$ cat config.mk
export PLATFORM = sky130hd
export DESIGN_NAME = pkt_fifo_router_core
export DESIGN_NICKNAME = d
export VERILOG_FILES = /design/src/rtl/pkt_fifo_router_core_pkg.sv /design/src/rtl/pkt_fifo_router_core_map.sv /design/src/rtl/pkt_fifo_router_core_mem.sv /design/src/rtl/pkt_fifo_router_core_port_queue.sv /design/src/rtl/pkt_fifo_router_core.sv
export SDC_FILE = /design/constraint.sdc
export NUM_CORES = 1
export LEC_CHECK = 0
export CORE_AREA = 2 2 258 260
export CTS_BUF_LIST = sky130_fd_sc_hd__clkbuf_2 sky130_fd_sc_hd__clkbuf_4 sky130_fd_sc_hd__clkbuf_8
export CTS_CLUSTER_DIAMETER = 60
export DETAILED_ROUTE_END_ITERATION = 8
export DIE_AREA = 0 0 260 262
export GPL_TIMING_DRIVEN = 0
export PLACE_DENSITY = 0.86
export SLEW_MARGIN = 25
export SYNTH_ARGS = -nofsm -noshare
export SYNTH_HDL_FRONTEND = slang
export SYNTH_HIERARCHICAL = 1
export SYNTH_SLANG_ARGS = --single-unit
$ cat constraint.sdc
create_clock -name clk -period 2.9 [get_ports clk]
set_input_delay 0.58 -clock clk [delete_from_list [all_inputs] [get_ports clk]]
set_output_delay 0.58 -clock clk [all_outputs]
set_load 0.02 [all_outputs]
$ cat src/rtl/pkt_fifo_router_core_pkg.sv
// Shared constants, port-id encoding and FSM state types for the packet-slot router.
package pkt_fifo_router_core_pkg;

  localparam int DEF_PTR_SZ    = 2;
  localparam int DEF_PTR_IN_SZ = 4;
  localparam int DEF_UWIDTH    = 8;
  localparam int DEST_ID_OFS   = 1;

  typedef enum logic [1:0] {PORT_FREE = 2'd0, PORT_P1 = 2'd1, PORT_P2 = 2'd2, PORT_P3 = 2'd3} port_id_e;
  typedef enum logic [1:0] {D_IDLE, D_READ_DEST, D_ROUTE} disp_state_e;
  typedef enum logic [1:0] {Q_IDLE, Q_ACTIVE, Q_RELEASE} port_state_e;

endpackage

$ cat src/rtl/pkt_fifo_router_core_map.sv
// Slot-ownership map: 0 = free, 1..3 = owning port; cleared on reset.
module pkt_fifo_router_core_map
  import pkt_fifo_router_core_pkg::*;
#(
  parameter int PTR_SZ = DEF_PTR_SZ
) (
  input  logic              clk,
  input  logic              rst,
  input  logic              we,
  input  logic [PTR_SZ-1:0] waddr,
  input  port_id_e          wdata,
  input  logic [PTR_SZ-1:0] raddr,
  output port_id_e          rdata
);

  port_id_e entries [2**PTR_SZ];

  // NOTE: sequential state uses <= so every register samples pre-edge values regardless of block order.
  always_ff @(posedge clk) begin
    if (rst) begin
      for (int i = 0; i < 2**PTR_SZ; i++) entries[i] <= PORT_FREE;
    end else if (we) begin
      entries[waddr] <= wdata;
    end
  end

  assign rdata = entries[raddr];

endmodule

$ cat src/rtl/pkt_fifo_router_core_mem.sv
// Slot memory: one synchronous write port, three output read ports and a gated dispatcher read port.
module pkt_fifo_router_core_mem
  import pkt_fifo_router_core_pkg::*;
#(
  parameter int PTR_SZ    = DEF_PTR_SZ,
  parameter int PTR_IN_SZ = DEF_PTR_IN_SZ,
  parameter int UWIDTH    = DEF_UWIDTH
) (
  input  logic                          clk,
  input  logic                          write_en,
  input  logic [PTR_SZ-1:0]             waddr,
  input  logic [PTR_IN_SZ-1:0]          waddr_in,
  input  logic [UWIDTH-1:0]             wdata,
  input  logic [2:0][PTR_SZ-1:0]        raddr,
  input  logic [2:0][PTR_IN_SZ-1:0]     raddr_in,
  output logic [2:0][UWIDTH-1:0]        rdata,
  input  logic                          uread_en,
  input  logic [PTR_SZ-1:0]             uaddr,
  input  logic [PTR_IN_SZ-1:0]          uaddr_in,
  output logic [UWIDTH-1:0]             udata
);

  logic [UWIDTH-1:0] mem [2**PTR_SZ][2**PTR_IN_SZ];

  // NOTE: packet storage has no reset; ownership is tracked by the slot map, so stale bytes are never consumed.
  always_ff @(posedge clk) begin
    if (write_en) mem[waddr][waddr_in] <= wdata;
  end

  always_comb begin
    for (int i = 0; i < 3; i++) rdata[i] = mem[raddr[i]][raddr_in[i]];
  end

  assign udata = uread_en ? mem[uaddr][uaddr_in] : '0;

endmodule

$ cat src/rtl/pkt_fifo_router_core_port_queue.sv
// Per-port slot queue with IDLE/ACTIVE/RELEASE ownership FSM.
module pkt_fifo_router_core_port_queue
  import pkt_fifo_router_core_pkg::*;
#(
  parameter int PTR_SZ = DEF_PTR_SZ
) (
  input  logic              clk,
  input  logic              rst,
  input  logic              push,
  input  logic [PTR_SZ-1:0] push_slot,
  input  logic              done,
  input  logic              grant,
  output logic              en,
  output logic [PTR_SZ-1:0] slot,
  output logic              rel_req
);

  localparam logic [PTR_SZ:0] IDX_ONE = 1;

  logic [PTR_SZ-1:0] fifo [2**PTR_SZ];
  logic [PTR_SZ:0]   ridx, widx;
  logic              empty, pop;
  port_state_e       state, state_nxt;

  assign empty = (ridx == widx);
  assign pop   = (state == Q_RELEASE) && grant;

  always_ff @(posedge clk) begin
    if (push) fifo[widx[PTR_SZ-1:0]] <= push_slot;
  end

  always_ff @(posedge clk) begin
    if (rst) begin
      ridx <= '0;
      widx <= '0;
    end else begin
      if (push) widx <= widx + IDX_ONE;
      if (pop)  ridx <= ridx + IDX_ONE;
    end
  end

  always_ff @(posedge clk) begin
    if (rst) state <= Q_IDLE;
    else     state <= state_nxt;
  end

  // NOTE: every always_comb output gets a default first so no path can infer a latch.
  always_comb begin
    state_nxt = state;
    case (state)
      Q_IDLE:    if (!empty) state_nxt = Q_ACTIVE;
      Q_ACTIVE:  if (done)   state_nxt = Q_RELEASE;
      Q_RELEASE: if (grant)  state_nxt = Q_IDLE;
      default:               state_nxt = Q_IDLE;
    endcase
  end

  always_comb begin
    en      = (state == Q_ACTIVE);
    rel_req = (state == Q_RELEASE);
    slot    = (state == Q_IDLE) ? '0 : fifo[ridx[PTR_SZ-1:0]];
  end

endmodule

$ cat src/rtl/pkt_fifo_router_core.sv
// Packet-slot FIFO router: dispatches packets by dest_id to three ports and frees slots in order.
// Optional build macro DEST_DROP_EN drops packets whose dest_id[5:4] is 00 instead of routing them to port 1.
module pkt_fifo_router_core
  import pkt_fifo_router_core_pkg::*;
#(
  parameter int PTR_SZ    = DEF_PTR_SZ,
  parameter int PTR_IN_SZ = DEF_PTR_IN_SZ,
  parameter int UWIDTH    = DEF_UWIDTH
) (
  input  logic                 clk,
  input  logic                 rst,
  input  logic                 write_en,
  input  logic [PTR_SZ-1:0]    waddr,
  input  logic [PTR_IN_SZ-1:0] waddr_in,
  input  logic [UWIDTH-1:0]    wdata,
  input  logic [PTR_SZ:0]      rq2_wptr,
  input  logic                 read_port_1_done,
  input  logic                 read_port_2_done,
  input  logic                 read_port_3_done,
  input  logic [PTR_IN_SZ-1:0] raddr_in_port_1,
  input  logic [PTR_IN_SZ-1:0] raddr_in_port_2,
  input  logic [PTR_IN_SZ-1:0] raddr_in_port_3,
  output logic                 read_port_1_en,
  output logic                 read_port_2_en,
  output logic                 read_port_3_en,
  output logic [PTR_SZ-1:0]    raddr_port_1,
  output logic [PTR_SZ-1:0]    raddr_port_2,
  output logic [PTR_SZ-1:0]    raddr_port_3,
  output logic [UWIDTH-1:0]    rdata_port_1,
  output logic [UWIDTH-1:0]    rdata_port_2,
  output logic [UWIDTH-1:0]    rdata_port_3,
  output logic [PTR_SZ:0]      rptr_gray
);

  localparam logic [PTR_SZ:0] PTR_ONE = 1;

  disp_state_e              dstate, dstate_nxt;
  logic [PTR_SZ:0]          vrptr, rptr, rptr_nxt;
  logic [UWIDTH-1:0]        dest_id, udata;
  logic                     uread_en, drop, route_wr, map_we;
  logic [PTR_SZ-1:0]        uaddr, map_waddr;
  logic [PTR_IN_SZ-1:0]     uaddr_in;
  port_id_e                 out_port, map_wdata, map_rdata;
  logic [2:0]               push, done, en, rel_req, grant;
  logic [2:0][PTR_SZ-1:0]   slot;
  logic [2:0][PTR_IN_SZ-1:0] raddr_in;
  logic [2:0][UWIDTH-1:0]   rdata;

  assign done     = {read_port_3_done, read_port_2_done, read_port_1_done};
  assign raddr_in = {raddr_in_port_3, raddr_in_port_2, raddr_in_port_1};

  always_ff @(posedge clk) begin
    if (rst) dstate <= D_IDLE;
    else     dstate <= dstate_nxt;
  end

  always_comb begin
    dstate_nxt = dstate;
    case (dstate)
      D_IDLE:      if (vrptr != rq2_wptr) dstate_nxt = D_READ_DEST;
      D_READ_DEST: dstate_nxt = D_ROUTE;
      default:     dstate_nxt = D_IDLE;
    endcase
  end

  always_comb begin
    uread_en = (dstate == D_READ_DEST);
    uaddr    = vrptr[PTR_SZ-1:0];
    uaddr_in = PTR_IN_SZ'(DEST_ID_OFS);
  end

  always_ff @(posedge clk) begin
    if (rst) begin
      dest_id <= '0;
      vrptr   <= '0;
    end else begin
      if (dstate == D_READ_DEST) dest_id <= udata;
      if (dstate == D_ROUTE)     vrptr   <= vrptr + PTR_ONE;
    end
  end

  always_comb begin
    out_port = PORT_P1;
    drop     = 1'b0;
    case (dest_id[5:4])
      2'b01:   out_port = PORT_P1;
      2'b10:   out_port = PORT_P2;
      2'b11:   out_port = PORT_P3;
      default: begin
        out_port = PORT_P1;
`ifdef DEST_DROP_EN
        drop = 1'b1;
`endif
      end
    endcase
  end

  // A dropped packet never touches the map, so its slot stays free and retires through rptr.
  assign route_wr = (dstate == D_ROUTE) && !drop;

  assign grant[0] = rel_req[0] && !route_wr;
  assign grant[1] = rel_req[1] && !route_wr && !rel_req[0];
  assign grant[2] = rel_req[2] && !route_wr && !rel_req[0] && !rel_req[1];

  always_comb begin
    map_we    = route_wr || (|grant);
    map_wdata = route_wr ? out_port : PORT_FREE;
    if (route_wr)      map_waddr = vrptr[PTR_SZ-1:0];
    else if (grant[0]) map_waddr = slot[0];
    else if (grant[1]) map_waddr = slot[1];
    else               map_waddr = slot[2];
  end

  assign rptr_nxt = ((rptr != vrptr) && (map_rdata == PORT_FREE)) ? rptr + PTR_ONE : rptr;

  always_ff @(posedge clk) begin
    if (rst) begin
      rptr      <= '0;
      rptr_gray <= '0;
    end else begin
      rptr      <= rptr_nxt;
      rptr_gray <= rptr_nxt ^ (rptr_nxt >> 1);
    end
  end

  pkt_fifo_router_core_mem #(.PTR_SZ(PTR_SZ), .PTR_IN_SZ(PTR_IN_SZ), .UWIDTH(UWIDTH)) u_mem (
    .clk(clk), .write_en(write_en), .waddr(waddr), .waddr_in(waddr_in), .wdata(wdata),
    .raddr(slot), .raddr_in(raddr_in), .rdata(rdata),
    .uread_en(uread_en), .uaddr(uaddr), .uaddr_in(uaddr_in), .udata(udata)
  );

  pkt_fifo_router_core_map #(.PTR_SZ(PTR_SZ)) u_map (
    .clk(clk), .rst(rst), .we(map_we), .waddr(map_waddr), .wdata(map_wdata),
    .raddr(rptr[PTR_SZ-1:0]), .rdata(map_rdata)
  );

  for (genvar g = 0; g < 3; g++) begin : g_port
    assign push[g] = route_wr && (out_port == port_id_e'(2'(g + 1)));
    pkt_fifo_router_core_port_queue #(.PTR_SZ(PTR_SZ)) u_q (
      .clk(clk), .rst(rst), .push(push[g]), .push_slot(vrptr[PTR_SZ-1:0]),
      .done(done[g]), .grant(grant[g]), .en(en[g]), .slot(slot[g]), .rel_req(rel_req[g])
    );
  end

  assign {read_port_3_en, read_port_2_en, read_port_1_en} = en;
  assign raddr_port_1 = slot[0];
  assign raddr_port_2 = slot[1];
  assign raddr_port_3 = slot[2];
  assign rdata_port_1 = rdata[0];
  assign rdata_port_2 = rdata[1];
  assign rdata_port_3 = rdata[2];

endmodule

==> run_results.csv, run 1 <==
group,metric,value,unit
layout,area_growth,22.72,%
global_routing,grt-ovfl-total,0,
clock_tree,clk_pin_slew_worst_paths,60,ps
detailed_routing,drt_iter0_drc,4292,
global_routing,grt_pass1_vias,23166,
sta,max_freq,218.1,MHz
clock_tree,numClockSinks,586,
worst_setup_path,crit_arrival,4010,ps
detailed_routing,wl_per_cell,42.04,µm
placed_design,dpl.hpwl,91000,µm
worst_setup_path,path_delay_family,"buffers and inverters",
global_routing,grt_max_degree,65,
worst_setup_path,crit_buf_inv,6,
clock_tree,tritoncts,"built",
global_routing,grt_first_pass_wirelength,178000,µm
worst_setup_path,startpoint_type,"input pin",
worst_setup_path,cp_slowest_stage_delay,540,ps
sta,setup_viol,182,
detailed_routing,ant_nets,0,
placed_design,numPortBuffers,66,
layout,n_fill_cell,4590,
clock_tree,cts_root_buf,"clkbuf_8",
power,ir_drop,559.8,µV
clock_tree,cts_hold_buf,0,
sta,tightest_slew,1252,ps
min_path,hp-class,"in2reg",
sta,fin_skew,42.85,ps
sta,fin_ws,-1685,ps
detailed_routing,route.vias.total,23969,
synth,avgSynthCellArea,17.20,µm²
floorplanning,fp-row-count,94,
global_routing,track_usage,0.3853,
floorplanning,die_h,262,µm
worst_setup_path,slowest_stage,"dlygate4sd2_1",
floorplanning,dieArea,0.06812,mm²
sta,min_period_over_period,1.581,
worst_setup_path,crit_chain,"dlygate4sd2_1 > buf_4 > buf_4 > buf_4 > buf_4 > mux2i_4 > mux2i_1 > o211ai_1 > o21ai_2 > buf_6",
worst_setup_path,crit_type,"in2out",
detailed_routing,drc,0,
synth,yosys_warnings,6,
floorplanning,core-area,0.06528,mm²
detailed_routing,wl,131400,µm
run_status,status,"finished with violations",
worst_setup_path,worst-path-max-fanout,10,
sta,rsz0062_at_grt,"true",
clock_tree,numCtsBuffers,101,
synth,syn_inst,1902,
global_routing,antenna_found_initial,8,
floorplanning,io_pins,71,
power,finalPower,20.12,mW
clock_tree,cts.htree.levels,3,
placed_design,place_congestion,1.005,
layout,fin_nets,2219,
run_status,violations,"negative setup slack",
sta,hold_viol,0,
layout,fin_util,0.6151,
sta,finalMaxSlewViolations,0,
sta,maxSlewHeadroom,0.1653,
worst_setup_path,critical_path.most_common_cell,"buf_4",
power,cellLeakagePower,12.47,nW
detailed_routing,vias_per_cell,7.670,
detailed_routing,dr.pass1.iters,7,
layout,final_layout_size_suffix_gt1_frac,0.4800,
power,p_per_area,501.1,mW/mm²
sta,fin_crit,4585,ps
worst_setup_path,required,2320,ps
synth,synth_area,0.03272,mm²
worst_setup_path,cp-end-kind,"primary output",
floorplanning,start_util,0.5012,
job,maxCapViolCount,0,
sta,tns,-55580,ps
clock_tree,clk_path_buf_depth,3,
floorplanning,die_width,260,µm
clock_tree,clkLatencyLatePin,750,ps
per-stage QoR:
| step | setup WS, ps | instance area [µm²] | hold WS, ps | instances |
|---|---|---|---|---|
| after floorplan | -267.2 | 33360 | 430.3 | 1911 |
| after global placement | -2630 | 35100 | 445.3 | 2841 |
| after detailed placement | -2639 | 35200 | 457.0 | 2845 |
| after CTS | -1556 | 39320 | 169.5 | 3087 |
| after global routing | -1661 | 40140 | 183.7 | 3120 |
| final | -1685 | 40150 | 184.4 | 3125 |
power breakdown:
| part | leakage, nW | total [mW] | internal (mW) | switching (mW) |
|---|---|---|---|---|
| Combinational | 6.10 | 2.69 | 1.04 | 1.65 |
| Clock | 1.12 | 8.06 | 4.38 | 3.67 |
| Sequential | 5.25 | 9.38 | 9.31 | 0.0696 |
worst register-to-register path, stage by stage (launching register included):
cell and delay (ps):
dfxtp_1 850, buf_2 480, buf_4 230, buf_4 220, buf_4 160, mux2i_1 170, a21oi_1 90, a22o_1 240
mux2i_1 130, nor2_1 50
metal layers:
metal / up-vias / GRT usage / share of wire
li1: 8670 / - / -
met1: 12041 / 0.4718 / 0.31
met2: 2636 / 0.5711 / 0.43
met3: 620 / 0.1697 / 0.17
met4: 2 / 0.2241 / 0.086
met5: - / 0 / 0.00011
cells in the final DEF, fill, tap and decap left out, types with 14 or more instances in the layout:
cell type and instances:
nand2_1 44, nand2b_1 18, nor2_2 26, clkbuf_8 102, buf_6 52, nor2_1 83, clkbuf_2 14, buf_4 92
edfxtp_1 544, nand3_1 14, ha_1 17, buf_2 30, clkbuf_4 28, o221ai_1 15, inv_1 16, mux2i_1 66
clkbuf_1 43, mux4_2 432, o22ai_1 22, buf_16 16, xor2_1 19, buf_12 35, clkdlybuf4s50_1 26, and2_1 19
clkinv_2 23, nor2_4 18, nor2b_1 34, dfxtp_1 38, clkinv_1 20
flip-flops by register name (all words and copies together), names as in the netlist, named ones only:
name and flops:
dest_id 2, dstate 2, g_port.u_q/fifo 24, g_port.u_q/ridx 9
g_port.u_q/state 6, g_port.u_q/widx 9, rptr 2, rptr_gray 3
u_map/entries 8, u_mem/mem 512, vrptr 3
path summary, 6_finish.rpt:
check,start,end,slack (ps),cells after the start
worst max register to register,vrptr[1],dest_id[5],160,9
worst min-delay path,wdata[6],u_mem/mem[3][62],180,1
worst max-delay path,raddr_in_port_2[0],rdata_port_2[6],-1690,10
worst min register to register,dstate[1],dstate[0],490,1
layout make-up:
type,instances,area [µm²],share of cell area
well taps,864,1081,0.02692
clock inverters,61,516.7,0.01287
repair buffers,159,1735,0.04322
plain buffers,183,1770,0.04409
diodes,7,17.52,0.0004363
flip-flops and latches,586,17180,0.4280
inverters,16,60.06,0.001496
clock buffers,129,1607,0.04001
multi-input cells,1120,16180,0.4030
timing repair:
item / CTS / global route
gates cloned: 6 / 5
setup buffers: 47 / 38
gates resized for setup: 445 / 141
setup endpoints to repair: 29 / 200
pin swaps: 51 / 40
(Power assumes the default switching activity.)
==> inputs of run 2 (changes only) <==
CORE_AREA = 2 2 253 255   (was 2 2 258 260)
DIE_AREA = 0 0 255 257   (was 0 0 260 262)
DONT_BUFFER_PORTS = 1   (was unset)
PLACE_DENSITY = 0.87   (was 0.86)
==> run 2 against run 1 <==
  * Register-to-register slack about the same
  * Cell count decreased by 3.7%
  * Largest power group unchanged
  * Sequential power about the same
  * Non-clock buffer count decreased by 88
  * Critical path type is now reg2out
  * Count of clock-buffer cells in the layout increased by 3
  * The run still ends with negative setup slack left
  * Clock skew decreased by 4.8 ps
  * Clock power decreased by 4.8%
==> run_results.csv, run 2 (same netlist as run 1, synthesis figures left out) <==
group,metric,value,unit
placed_design,place_congestion,1.099,
global_routing,grt_pass1_vias,22591,
run_status,status,"finished with violations",
layout,regMostFlops,"u_mem/mem",
sta,tightest_slew,1311,ps
placed_design,place_area,0.03446,mm²
layout,stdcell_area,0.03909,mm²
worst_setup_path,required,2320,ps
detailed_routing,drc,0,
floorplanning,die_width,255,µm
clock_tree,cts.htree.levels,3,
layout,seq_area,0.01718,mm²
power,ir_drop,452.7,µV
detailed_routing,route.vias.total,23442,
layout,layout_commonest_cell,"edfxtp_1",
layout,n_fill_cell,4313,
worst_setup_path,cp-end-kind,"primary output",
placed_design,place_inst,2757,
sta,fin_skew,38.02,ps
detailed_routing,ant_nets,0,
sta,fin_ws,-1588,ps
global_routing,grt-ovfl-total,0,
floorplanning,dieArea,0.06554,mm²
layout,final_cell_mix,"544 x edfxtp_1, 432 x mux4_2, 105 x clkbuf_8",
layout,largest_reg_flops,512,
layout,final_layout_size_suffix_gt1_frac,0.4583,
layout,fin_nets,2128,
sta,fin_crit,4488,ps
placed_design,numPortBuffers,0,
floorplanning,start_util,0.5215,
detailed_routing,vias_per_cell,7.793,
layout,fin_cells,3008,
sta,min_period_over_period,1.548,
worst_setup_path,crit_type,"reg2out",
job,maxCapViolCount,0,
clock_tree,clk_pin_slew_worst_paths,50,ps
global_routing,track_usage,0.3847,
clock_tree,clkLatencyLatePin,730,ps
floorplanning,io_pins,71,
floorplanning,fp-row-count,92,
min_path,hp-class,"in2reg",
global_routing,grt_first_pass_wirelength,171400,µm
clock_tree,numClockSinks,586,
clock_tree,cts_root_buf,"clkbuf_8",
global_routing,antenna_found_initial,3,
worst_setup_path,startpoint_type,"flip-flop",
clock_tree,tritoncts,"built",
detailed_routing,wl_per_cell,41.59,µm
power,cellLeakagePower,11.92,nW
sta,max_freq,222.8,MHz
layout,multi_input_area,0.01603,mm²
worst_setup_path,worst-path-max-fanout,8,
clock_tree,numCtsBuffers,98,
layout,fin_util,0.6230,
layout,area_growth,19.46,%
sta,setup_viol,24,
detailed_routing,drt_iter0_drc,4271,
detailed_routing,dr.pass1.iters,8,
floorplanning,core-area,0.06274,mm²
run_status,violations,"negative setup slack",
power,p_per_area,500.1,mW/mm²
clock_tree,clk_path_buf_depth,3,
sta,finalMaxSlewViolations,0,
floorplanning,die_h,257,µm
placed_design,dpl.hpwl,86990,µm
sta,hold_viol,0,
worst_setup_path,crit_arrival,3910,ps
sta,rsz0062_at_grt,"true",
detailed_routing,wl,125100,µm
sta,maxSlewHeadroom,0.1257,
global_routing,grt_max_degree,65,
-- run 2: changes by cell type in the layout (fill, tap and decap cells not counted), sizes merged, moves of 3 or more --
cell / delta
diode: -5
buf: -53
dlygate4sd3: +3
clkinv: -5
dlygate4sd2: -6
bufinv: -3
clkdlybuf4s50: -26
-- run 2: repair_timing --
action / CTS / global route
endpoints found under the hold margin: 516 / 0
resized for setup: 320 / 54
pin swaps: 41 / 39
buffers inserted: 41 / 10
setup endpoints to repair: 25 / 24
hold buffers: 11 / 0
gates cloned: 4 / 0
-- run 2: metal layers --
metal  share of wire  wire [µm]  track usage  up-vias
met3            0.17      21610       0.1862      635
met5         0.00062         78     0.008271        -
met4           0.089      11070       0.2445        4
met1            0.31      38380       0.4602    11730
met2            0.43      53970       0.5562     2593
li1                -          -            -     8480
-- run 2: layout make-up --
| class | instances | share of cell area |
|---|---|---|
| Sequential cell | 586 | 0.4397 |
| Tap cell | 846 | 0.02708 |
| Multi-Input combinational cell | 1120 | 0.4101 |
| Antenna cell | 2 | 0.0001280 |
| Clock buffer | 132 | 0.04216 |
| Timing Repair Buffer | 66 | 0.02321 |
| Inverter | 16 | 0.001537 |
| Clock inverter | 52 | 0.009796 |
| Buffer | 188 | 0.04635 |
-- run 2: worst max-delay path: stages, from the launching register on --
cell      delay, ps
dfxtp_2         350
mux4_2          510
o21a_4          180
buf_12          160
buf_16          160
buf_12          160
mux4_2          260
o22ai_2          80
or4_4           530
o211ai_1        760
-- run 2: worst paths after layout --
path	start	end	slack (ps)	cells after the start
max	flip-flop	rdata_port_2[5]	-1590	9
min	read_port_2_done	g_port[1].u_q/state[1]	50	2
max reg2reg	vrptr[1]	dest_id[4]	160	9
min reg2reg	dstate[0]	dstate[0]	480	1
-- run 2: report_power, final --
part	leakage, nW	switching [mW]	internal, mW	total [mW]
Sequential	5.25	0.0730	9.31	9.38
Combinational	5.60	1.55	0.952	2.50
Clock	1.06	3.51	4.16	7.67
-- run 2: through the flow --
step	hold WS (ps)	total power, mW	setup WS [ps]	setup TNS [ps]
final	50.02	19.55	-1588	-32350
after global routing	48.81	19.94	-1594	-33210
after CTS	27.18	19.37	-1480	-31600
after detailed placement	466.8	11.44	-1455	-31840
after global placement	449.3	11.41	-1442	-30560
after floorplan	430.3	10.79	-267.2	-3318
